### config.mk
export PLATFORM = sky130hd
export DESIGN_NAME = motion_frame_stats
export DESIGN_NICKNAME = d
export VERILOG_FILES = /design/src/rtl/motion_frame_stats.sv
export SDC_FILE = /design/constraint.sdc
export NUM_CORES = 1
export LEC_CHECK = 0
export CAP_MARGIN = 20
export CORE_MARGIN = 2
export CORE_UTILIZATION = 60
export DETAILED_ROUTE_END_ITERATION = 16
export PLACE_DENSITY = 0.81
export RECOVER_POWER = 100
export SYNTH_ARGS = -nofsm -noshare
export SYNTH_HDL_FRONTEND = slang
export SYNTH_SLANG_ARGS = --single-unit
### constraint.sdc
create_clock -name clk -period 9.1 [get_ports clk]
set_input_delay 1.82 -clock clk [delete_from_list [all_inputs] [get_ports clk]]
set_output_delay 1.82 -clock clk [all_outputs]
set_load 0.02 [all_outputs]
### src/rtl/motion_frame_stats.sv
// motion_frame_stats: per-frame class counts, foreground bounding box and a
// debounced motion alarm, computed from a raster-order 2-bit class stream.
module motion_frame_stats #(
    parameter int H_ACTIVE = 320,
    parameter int V_ACTIVE = 240,
    parameter int N_ON     = 2,
    parameter int N_OFF    = 4,
    parameter int CW       = $clog2(H_ACTIVE * V_ACTIVE + 1),
    parameter int XW       = $clog2(H_ACTIVE),
    parameter int YW       = $clog2(V_ACTIVE)
) (
    input  logic          clk,
    input  logic          rst,
    input  logic [1:0]    classification,
    input  logic          class_valid,
    input  logic          frame_sync,
    input  logic [CW-1:0] fg_threshold,
    output logic [CW-1:0] fg_count,
    output logic [CW-1:0] shadow_count,
    output logic [CW-1:0] highlight_count,
    output logic [XW-1:0] x_min,
    output logic [XW-1:0] x_max,
    output logic [YW-1:0] y_min,
    output logic [YW-1:0] y_max,
    output logic          bbox_valid,
    output logic          motion_frame,
    output logic          alarm,
    output logic          stats_valid
);

    localparam int SMAX = (N_ON > N_OFF) ? N_ON : N_OFF;
    localparam int SW   = $clog2(SMAX + 1);
    localparam logic [XW-1:0] X_LAST = XW'(H_ACTIVE - 1);
    localparam logic [YW-1:0] Y_LAST = YW'(V_ACTIVE - 1);

    typedef enum logic {QUIET = 1'b0, ACTIVE = 1'b1} state_t;

    state_t          r_state, w_state_nx;
    logic [SW-1:0]   r_streak, w_streak_nx, w_streak_inc;

    logic [XW-1:0]   r_x, w_x_base, w_x_nx;
    logic [YW-1:0]   r_y, w_y_base, w_y_nx;
    logic [CW-1:0]   r_acc_fg, r_acc_sh, r_acc_hl;
    logic [CW-1:0]   w_fg_nx, w_sh_nx, w_hl_nx;
    logic            r_seen, w_seen_base, w_seen_nx;
    logic [XW-1:0]   r_xmin, r_xmax, w_xmin_nx, w_xmax_nx;
    logic [YW-1:0]   r_ymin, r_ymax, w_ymin_nx, w_ymax_nx;
    logic            w_pix_fg, w_pix_sh, w_pix_hl;
    logic            w_last, w_motion;

    assign w_pix_fg = class_valid && (classification == 2'b01);
    assign w_pix_sh = class_valid && (classification == 2'b10);
    assign w_pix_hl = class_valid && (classification == 2'b11);
    // frame_sync wins over a coincident last pixel: no completion that cycle
    assign w_last   = class_valid && !frame_sync && (r_x == X_LAST) && (r_y == Y_LAST);
    assign w_motion = (w_fg_nx >= fg_threshold);
    assign alarm    = (r_state == ACTIVE);

    // Next position, accumulators and bbox including the current pixel;
    // frame_sync makes the current pixel (0,0) of a fresh frame.
    always_comb begin
        w_x_base    = frame_sync ? '0 : r_x;
        w_y_base    = frame_sync ? '0 : r_y;
        w_seen_base = frame_sync ? 1'b0 : r_seen;
        w_fg_nx     = (frame_sync ? '0 : r_acc_fg) + CW'(w_pix_fg);
        w_sh_nx     = (frame_sync ? '0 : r_acc_sh) + CW'(w_pix_sh);
        w_hl_nx     = (frame_sync ? '0 : r_acc_hl) + CW'(w_pix_hl);
        w_x_nx      = w_x_base;
        w_y_nx      = w_y_base;
        if (class_valid) begin
            if (w_x_base == X_LAST) begin
                w_x_nx = '0;
                w_y_nx = (w_y_base == Y_LAST) ? '0 : w_y_base + 1'b1;
            end else begin
                w_x_nx = w_x_base + 1'b1;
            end
        end
        w_xmin_nx = frame_sync ? '0 : r_xmin;
        w_xmax_nx = frame_sync ? '0 : r_xmax;
        w_ymin_nx = frame_sync ? '0 : r_ymin;
        w_ymax_nx = frame_sync ? '0 : r_ymax;
        if (w_pix_fg) begin
            if (!w_seen_base) begin
                w_xmin_nx = w_x_base;
                w_xmax_nx = w_x_base;
                w_ymin_nx = w_y_base;
                w_ymax_nx = w_y_base;
            end else begin
                if (w_x_base < w_xmin_nx) w_xmin_nx = w_x_base;
                if (w_x_base > w_xmax_nx) w_xmax_nx = w_x_base;
                if (w_y_base < w_ymin_nx) w_ymin_nx = w_y_base;
                if (w_y_base > w_ymax_nx) w_ymax_nx = w_y_base;
            end
        end
        w_seen_nx = w_seen_base | w_pix_fg;
    end

    // Running frame state plus the output latch at frame completion.
    always_ff @(posedge clk) begin
        if (rst) begin
            r_x             <= '0;
            r_y             <= '0;
            r_acc_fg        <= '0;
            r_acc_sh        <= '0;
            r_acc_hl        <= '0;
            r_seen          <= 1'b0;
            r_xmin          <= '0;
            r_xmax          <= '0;
            r_ymin          <= '0;
            r_ymax          <= '0;
            fg_count        <= '0;
            shadow_count    <= '0;
            highlight_count <= '0;
            x_min           <= '0;
            x_max           <= '0;
            y_min           <= '0;
            y_max           <= '0;
            bbox_valid      <= 1'b0;
            motion_frame    <= 1'b0;
            stats_valid     <= 1'b0;
        end else begin
            r_x         <= w_x_nx;
            r_y         <= w_y_nx;
            r_xmin      <= w_xmin_nx;
            r_xmax      <= w_xmax_nx;
            r_ymin      <= w_ymin_nx;
            r_ymax      <= w_ymax_nx;
            stats_valid <= w_last;
            if (w_last) begin
                r_acc_fg        <= '0;
                r_acc_sh        <= '0;
                r_acc_hl        <= '0;
                r_seen          <= 1'b0;
                fg_count        <= w_fg_nx;
                shadow_count    <= w_sh_nx;
                highlight_count <= w_hl_nx;
                x_min           <= w_seen_nx ? w_xmin_nx : '0;
                x_max           <= w_seen_nx ? w_xmax_nx : '0;
                y_min           <= w_seen_nx ? w_ymin_nx : '0;
                y_max           <= w_seen_nx ? w_ymax_nx : '0;
                bbox_valid      <= w_seen_nx;
                motion_frame    <= w_motion;
            end else begin
                r_acc_fg <= w_fg_nx;
                r_acc_sh <= w_sh_nx;
                r_acc_hl <= w_hl_nx;
                r_seen   <= w_seen_nx;
            end
        end
    end

    // Alarm state and streak register.
    always_ff @(posedge clk) begin
        if (rst) begin
            r_state  <= QUIET;
            r_streak <= '0;
        end else begin
            r_state  <= w_state_nx;
            r_streak <= w_streak_nx;
        end
    end

    // Alarm debounce: advances only on a completed frame.
    always_comb begin
        w_state_nx   = r_state;
        w_streak_nx  = r_streak;
        w_streak_inc = r_streak + 1'b1;
        if (w_last) begin
            case (r_state)
                QUIET: begin
                    if (w_motion) begin
                        if (w_streak_inc == SW'(N_ON)) begin
                            w_state_nx  = ACTIVE;
                            w_streak_nx = '0;
                        end else begin
                            w_streak_nx = w_streak_inc;
                        end
                    end else begin
                        w_streak_nx = '0;
                    end
                end
                ACTIVE: begin
                    if (!w_motion) begin
                        if (w_streak_inc == SW'(N_OFF)) begin
                            w_state_nx  = QUIET;
                            w_streak_nx = '0;
                        end else begin
                            w_streak_nx = w_streak_inc;
                        end
                    end else begin
                        w_streak_nx = '0;
                    end
                end
                default: begin
                    w_state_nx  = QUIET;
                    w_streak_nx = '0;
                end
            endcase
        end
    end

endmodule

=== Word-level counts from Yosys, hierarchy flattened ===
Index checks and enable logic that the tools add are counted.

* Register bits after elaboration: 195
* Bits in latches: 0
* Bits in writable memories: 0
* Bits in read-only memories: 0
* Input port bits: 23
* Output and inout bits: 89
* Logic and storage cells: 93
* Memories: 0

* $add $sub $neg: 6
* Multiply operators: 0
* Divide/modulo/power cells: 0
* $lt $le $gt $ge: 5
* Eq/ne operators: 9
* Shift operators: 0
* Mux-type cells: 41
* Bitwise gates (word level): 2
* Reductions and logical operators: 8

{| class="wikitable"
|+ Operator list
! kind !! count
|-
| two-way mux 9 bit || 13
|-
| two-way mux 8 bit || 14
|-
| adder 17 x 1 -> 17 bit || 3
|-
| two-way mux 17 bit || 3
|-
| == test 9 bit (second input constant) || 2
|-
| greater-or-equal comparator 17 bit || 1
|-
| == test 8 bit (second input constant) || 2
|-
| two-way mux 3 bit || 4
|-
| adder 9 x 1 -> 9 bit (second input constant) || 1
|-
| > comparator 9 bit || 1
|-
| < comparator 9 bit || 1
|-
| adder 8 x 1 -> 8 bit (second input constant) || 1
|-
| > comparator 8 bit || 1
|-
| < comparator 8 bit || 1
|-
| logical AND 1 bit || 6
|-
| one-hot mux 3 bit (2 select lines) || 1
|-
| two-way mux 1 bit || 5
|-
| == test 2 bit (second input constant) || 2
|-
| adder 3 x 1 -> 3 bit (second input constant) || 1
|-
| == test 3 x 2 -> 1 bit (second input constant) || 1
|-
| == test 3 bit (second input constant) || 1
|-
| == test 2 x 1 -> 1 bit (second input constant) || 1
|-
| one-hot mux 1 bit (2 select lines) || 1
|-
| OR reduction 2 bit || 1
|-
| other kinds (3) || 3
|}

=== Longest topological paths before layout ===
* Word-level depth: 6
* Mapped depth: 19
* Depth with buffers taken out: 16

=== Least setup slack after synthesis ===
Ideal clock, no wire load.

* Path kind: input port to flip-flop
* Start point: in frame_sync
* End point: reg r_streak[2]
* Library setup time: 117 ps
* Arrival: 5,212 ps
* Required time: 8,983 ps
* Setup slack: 3,771 ps
* Cell stages on the path: 19
* Path buffers: 5
* Cell sequence: buf_2 > buf_2 > buf_2 > buf_2 > clkbuf_1 > nor2b_1 > ha_1 > ha_1 > nand3_1 > nor2_1 > xnor2_1 > nor2_1 > ha_1 > nand2_1 > a2111oi_0 > nor3_1 > o31ai_4 > mux2i_1 > a22o_1

* Word-level cells in the longest chain between the ends: 5
* Elaborated cells between the ends (all ways): 10
* Those cells by class: add/sub (1); order compare (1); mux (4); reduce/logical (4)

{| class="wikitable"
|+ RTL lines
! item !! RTL line !! RTL
|-
| start: declaration || 16 || <nowiki>input logic frame_sync,</nowiki>
|-
| two-way mux 17 bit (*) || 65 || <nowiki>w_fg_nx = (frame_sync ? '0 : r_acc_fg) + CW'(w_pix_fg);</nowiki>
|-
| adder 17 x 1 -> 17 bit (*) || 65 ||
|-
| named net w_fg_nx[8] || 44 || <nowiki>logic [CW-1:0] w_fg_nx, w_sh_nx, w_hl_nx;</nowiki>
|-
| greater-or-equal comparator 17 bit (*) || 56 || <nowiki>assign w_motion = (w_fg_nx >= fg_threshold);</nowiki>
|-
| two-way mux 3 bit, on equally long branches || 183, 171 ||
|-
| one-hot mux 3 bit (2 select lines) (*) || 169 || <nowiki>case (r_state)</nowiki>
|-
| end signal: assignment || 159 || <nowiki>r_streak <= w_streak_nx;</nowiki>
|-
| end: declaration || 39 || <nowiki>logic [SW-1:0] r_streak, w_streak_nx, w_streak_inc;</nowiki>
|}

Mark *: on every way through the listed nets, which the timed path passes. The rest lies on a longest branch.
A chain may end at the register's enable or synchronous reset.

=== Worst setup path after layout ===
* Start point: in frame_sync
* End point: reg x_min[4]

* Word-level cells in the longest chain between the ends: 6
* Elaborated cells between the ends (all ways): 13
* Those cells by class: order compare (1); mux (7); bitwise (1); reduce/logical (4)

{| class="wikitable"
|+ RTL lines
! item !! RTL line !! RTL
|-
| two-way mux 9 bit, on equally long branches || 62, 78 ||
|-
| < comparator 9 bit || 89 || <nowiki>if (w_x_base < w_xmin_nx) w_xmin_nx = w_x_base;</nowiki>
|-
| two-way mux 9 bit || 89 ||
|-
| two-way mux 9 bit || 83 || <nowiki>if (!w_seen_base) begin</nowiki>
|-
| two-way mux 9 bit || 82 || <nowiki>if (w_pix_fg) begin</nowiki>
|-
| two-way mux 9 bit || 137 || <nowiki>x_min <= w_seen_nx ? w_xmin_nx : '0;</nowiki>
|-
| end signal: assignment || 137 ||
|-
| end: declaration || 21 || <nowiki>output logic [XW-1:0] x_min,</nowiki>
|}

Several ways; a longest one is shown, not always the timed one.

==> implementation parameters <==
Parameter                              Value

Cells and area
  Number of nets in the finished design ... 1281
  Share of final-layout standard cells stronger than drive strength 1 ... 4.38%
  Post-Layout Cell Count ... 1421
  Commonest non-fill, non-tap cells in the layout ... dfxtp_1 (195), nand2_1 (151), nor2_1 (98)
  Reg area ... 3900 um^2
  Multi-input gate area ... 5020 um^2
  Inserted Diodes ... 0
  Commonest non-fill, non-tap cell in the layout ... dfxtp_1
  Area growth from synthesis to final layout ... 16.7%
  Number of filler cells placed in the layout ... 1238

GRT
  First-pass GRT wire length ... 38.4 mm
  Number of global-route vias before repair ... 7864
  Total gr overflow ... 0
  Largest net degree at the start of global routing ... 63
  Aggregate global-route resource usage ... 28.8%
  Number of antenna violations at the first check in global routing ... 0

Placement
  Global placement routability congestion ... 0.921
  Detailed-placement wirelength estimate ... 16.1 mm
  Placed cells ... 1389
  Number of buffers inserted by port buffering ... 111

Setup path
  Arrival time reported for the critical path endpoint ... 7.31 ns
  Startpoint types ... primary input
  Critical path endpoint category ... flop
  Maximum fanout along the worst path ... 62
  R2R Path Start ... r_x[7]$_SDFF_PP0_
  Required time worst endpoint ... 9.48 ns
  Worst R2R Path Depth ... 8
  Slack of the worst reg-to-reg path ... 4.83 ns
  Reg2reg end ... y_max[6]$_SDFFE_PP0P_
  Type of the worst setup path ... primary input to flop

Route
  Detailed-route DRC error count ... 0
  Iteration count of the initial detailed-routing pass ... 5
  Routed WL ... 23.8 mm
  Routed len/inst ... 16.7 um
  First-iteration detailed-routing DRC count ... 603
  ANT nets after route ... 0
  Via density ... 5.83
  Total vias in the final route ... 8280

Floorplanning
  Number of placed I/O pins ... 112
  Floorplan Core Area ... 15300 um^2
  Y dimension of the die ... 130 um
  Effective utilization at floorplan ... 61.9%
  Horizontal extent of the die ... 130 um
  Die footprint ... 16800 um^2
  FP Rows ... 45

Yosys
  Fraction of registers with async set/reset ... 0%
  Net count after synthesis ... 1211
  Synthesized netlist cell count ... 1127
  Count of unique library cells instantiated by Yosys ... 66
  Number of enable flip-flop cells after synthesis ... 0
  Syn Std Cell Area ... 9470 um^2
  Yosys synthesis warning count ... 0
  Mean instance size in the synthesized netlist ... 8.41 um^2
  Dominant synthesized flop cell ... dfxtp_1
  Fraction of the yosys area taken by sequential cells ... 41.2%
  Post-synthesis register bit count ... 195

Pwr
  Leakage power of the design ... 4.37 nW
  Design Power ... 1.64 mW
  Peak ir drop on the vdd network ... 0.138 mV
  Power density normalized to cell area ... 149 nW/um^2

Timing
  Worst hold slack after final layout ... 0.448 ns
  Number of hold violations in the final report ... 0
  Max-slew violation total from the final report ... 100
  Worst rel slew slack ... -82.5%
  Period utilization ... 76.1%
  Highest achievable clock rate ... 144 MHz
  Accumulated negative setup slack ... 0 ns
  Setup repair after global routing missed its margin ... no
  Clock Skews ... 0.00972 ns
  Shortest clock period the worst path allows after layout ... 6.93 ns
  Tightest Pin Transition ... 2.74 ns
  Final setup violation count ... 0

Run
  Max-cap viol count ... 2

Worst hold path
  Worst Hold Depth ... 2
  Hold Path Origin ... y_min[0]$_SDFFE_PP0P_
  Min-Delay Path Class ... flop to flop
  Worst Hold Endpoint ... y_min[0]$_SDFFE_PP0P_

CTS
  Number of hold buffers added after cts ... 0
  H-tree lvl count ... 4
  Clk Tree Root Cell ... clkbuf_16
  Clock slew at the register clock pins of the worst setup and hold paths ... 0.07 ns
  Clock Path Buffers ... 2
  Number of gates resized after cts ... 0
  Setup fix buffers added after clock tree synthesis ... 0
  Clock tree from TritonCTS ... done
  Number of clock sinks seen by CTS ... 195
  Cts bufs inserted ... 17
  Source-to-sink clock delay at the later pin of the worst-skew pair ... 0.45 ns

Outcome
  Failing checks ... capacitance limit, slew limit
  Outcome ... finished with violations
critical path, stage by stage:
cell and delay, ns:
buf_4 0.35, clkbuf_1 1.99, nor2_1 0.71, ha_1 0.47, a211oi_1 0.32, o211ai_1 0.14, a221o_1 0.51, or2_0 0.41
nor2b_1 0.22, o22ai_1 0.20, a22o_1 0.15
worst max-delay path by stage:
stage / start / cells past startpoint / to
5_1_grt: frame_sync / 11 / x_min[7]$_SDFFE_PP0P_
6_report: frame_sync / 11 / x_min[4]$_SDFFE_PP0P_
3_3_place_gp: class_valid / 18 / r_streak[1]$_SDFFE_PP0P_
2_1_floorplan: frame_sync / 19 / r_streak[2]$_SDFFE_PP0P_
3_5_place_dp: class_valid / 18 / r_streak[2]$_SDFFE_PP0P_
4_1_cts: class_valid / 18 / r_streak[1]$_SDFFE_PP0P_
Yosys cell counts, types with 15 or more instances:
cell / count / share of area, %
nand4_1: 17 / 1.1
xnor2_1: 33 / 3.1
o21ai_0: 35 / 1.8
ha_1: 61 / 8.1
o21ai_1: 18 / 0.95
dfxtp_1: 195 / 41
a21oi_1: 79 / 4.2
and3_1: 15 / 0.99
inv_1: 41 / 1.6
nor3_1: 60 / 3.2
clkbuf_1: 46 / 1.8
nand2_1: 151 / 6.0
nand3_1: 34 / 1.8
a22o_1: 20 / 1.8
xor2_1: 25 / 2.3
nor2b_1: 32 / 2.1
nor2_1: 98 / 3.9
area by class of cell:
| class | instances | area share, % |
|---|---|---|
| clock buffer | 18 | 3.97 |
| clock inverter | 14 | 1.04 |
| inverter | 42 | 1.43 |
| multi-input combinational | 822 | 45.4 |
| sequential | 195 | 35.3 |
| tap | 211 | 2.39 |
| timing repair buffer | 119 | 10.4 |
cell families after synthesis:
family | share of synthesized area [%]
AO/OA/AOI/OAI | 15.2
XOR/XNOR | 5.36
buffers and inverters | 4.70
multiplexers | 1.40
AND/OR/NAND/NOR | 24.1
flip-flops | 41.2
adder cells (fa/ha/maj) | 8.06
layer usage:
layer	track usage [%]	part of all wire [%]	vias to the layer above
met1	38.0	44	3899
met3	6.69	7.4	55
met2	46.2	46	290
met4	10.9	2.8	0
met5	0	0	-
li1	-	-	4036
metrics by stage:
| step | util, % | worst slack, ns | instance area, um^2 |
|---|---|---|---|
| floorplan | - | 3.77 | 9470 |
| global placement | 69.4 | 2.89 | 10600 |
| detailed placement | 69.4 | 2.83 | 10600 |
| CTS | 73.0 | 3.24 | 11200 |
| global route | 72.2 | 1.68 | 11100 |
| finish | 72.2 | 2.17 | 11100 |
where the power goes:
| part | internal [mW] | leakage, nW | total, mW | switching [mW] |
|---|---|---|---|---|
| clock | 0.366 | 0.281 | 0.716 | 0.350 |
| combinational | 0.0212 | 2.52 | 0.0692 | 0.0480 |
| sequential | 0.855 | 1.57 | 0.858 | 0.00255 |
flip-flops by register name (all words and copies together) (netlist names), 9 cells and up:
| name | cells |
|---|---|
| fg_count | 17 |
| highlight_count | 17 |
| r_acc_fg | 17 |
| r_acc_hl | 17 |
| r_acc_sh | 17 |
| shadow_count | 17 |
| r_x | 9 |
| r_xmax | 9 |
| r_xmin | 9 |
| x_max | 9 |
| x_min | 9 |
No activity file was read; power rests on OpenSTA's default activity.
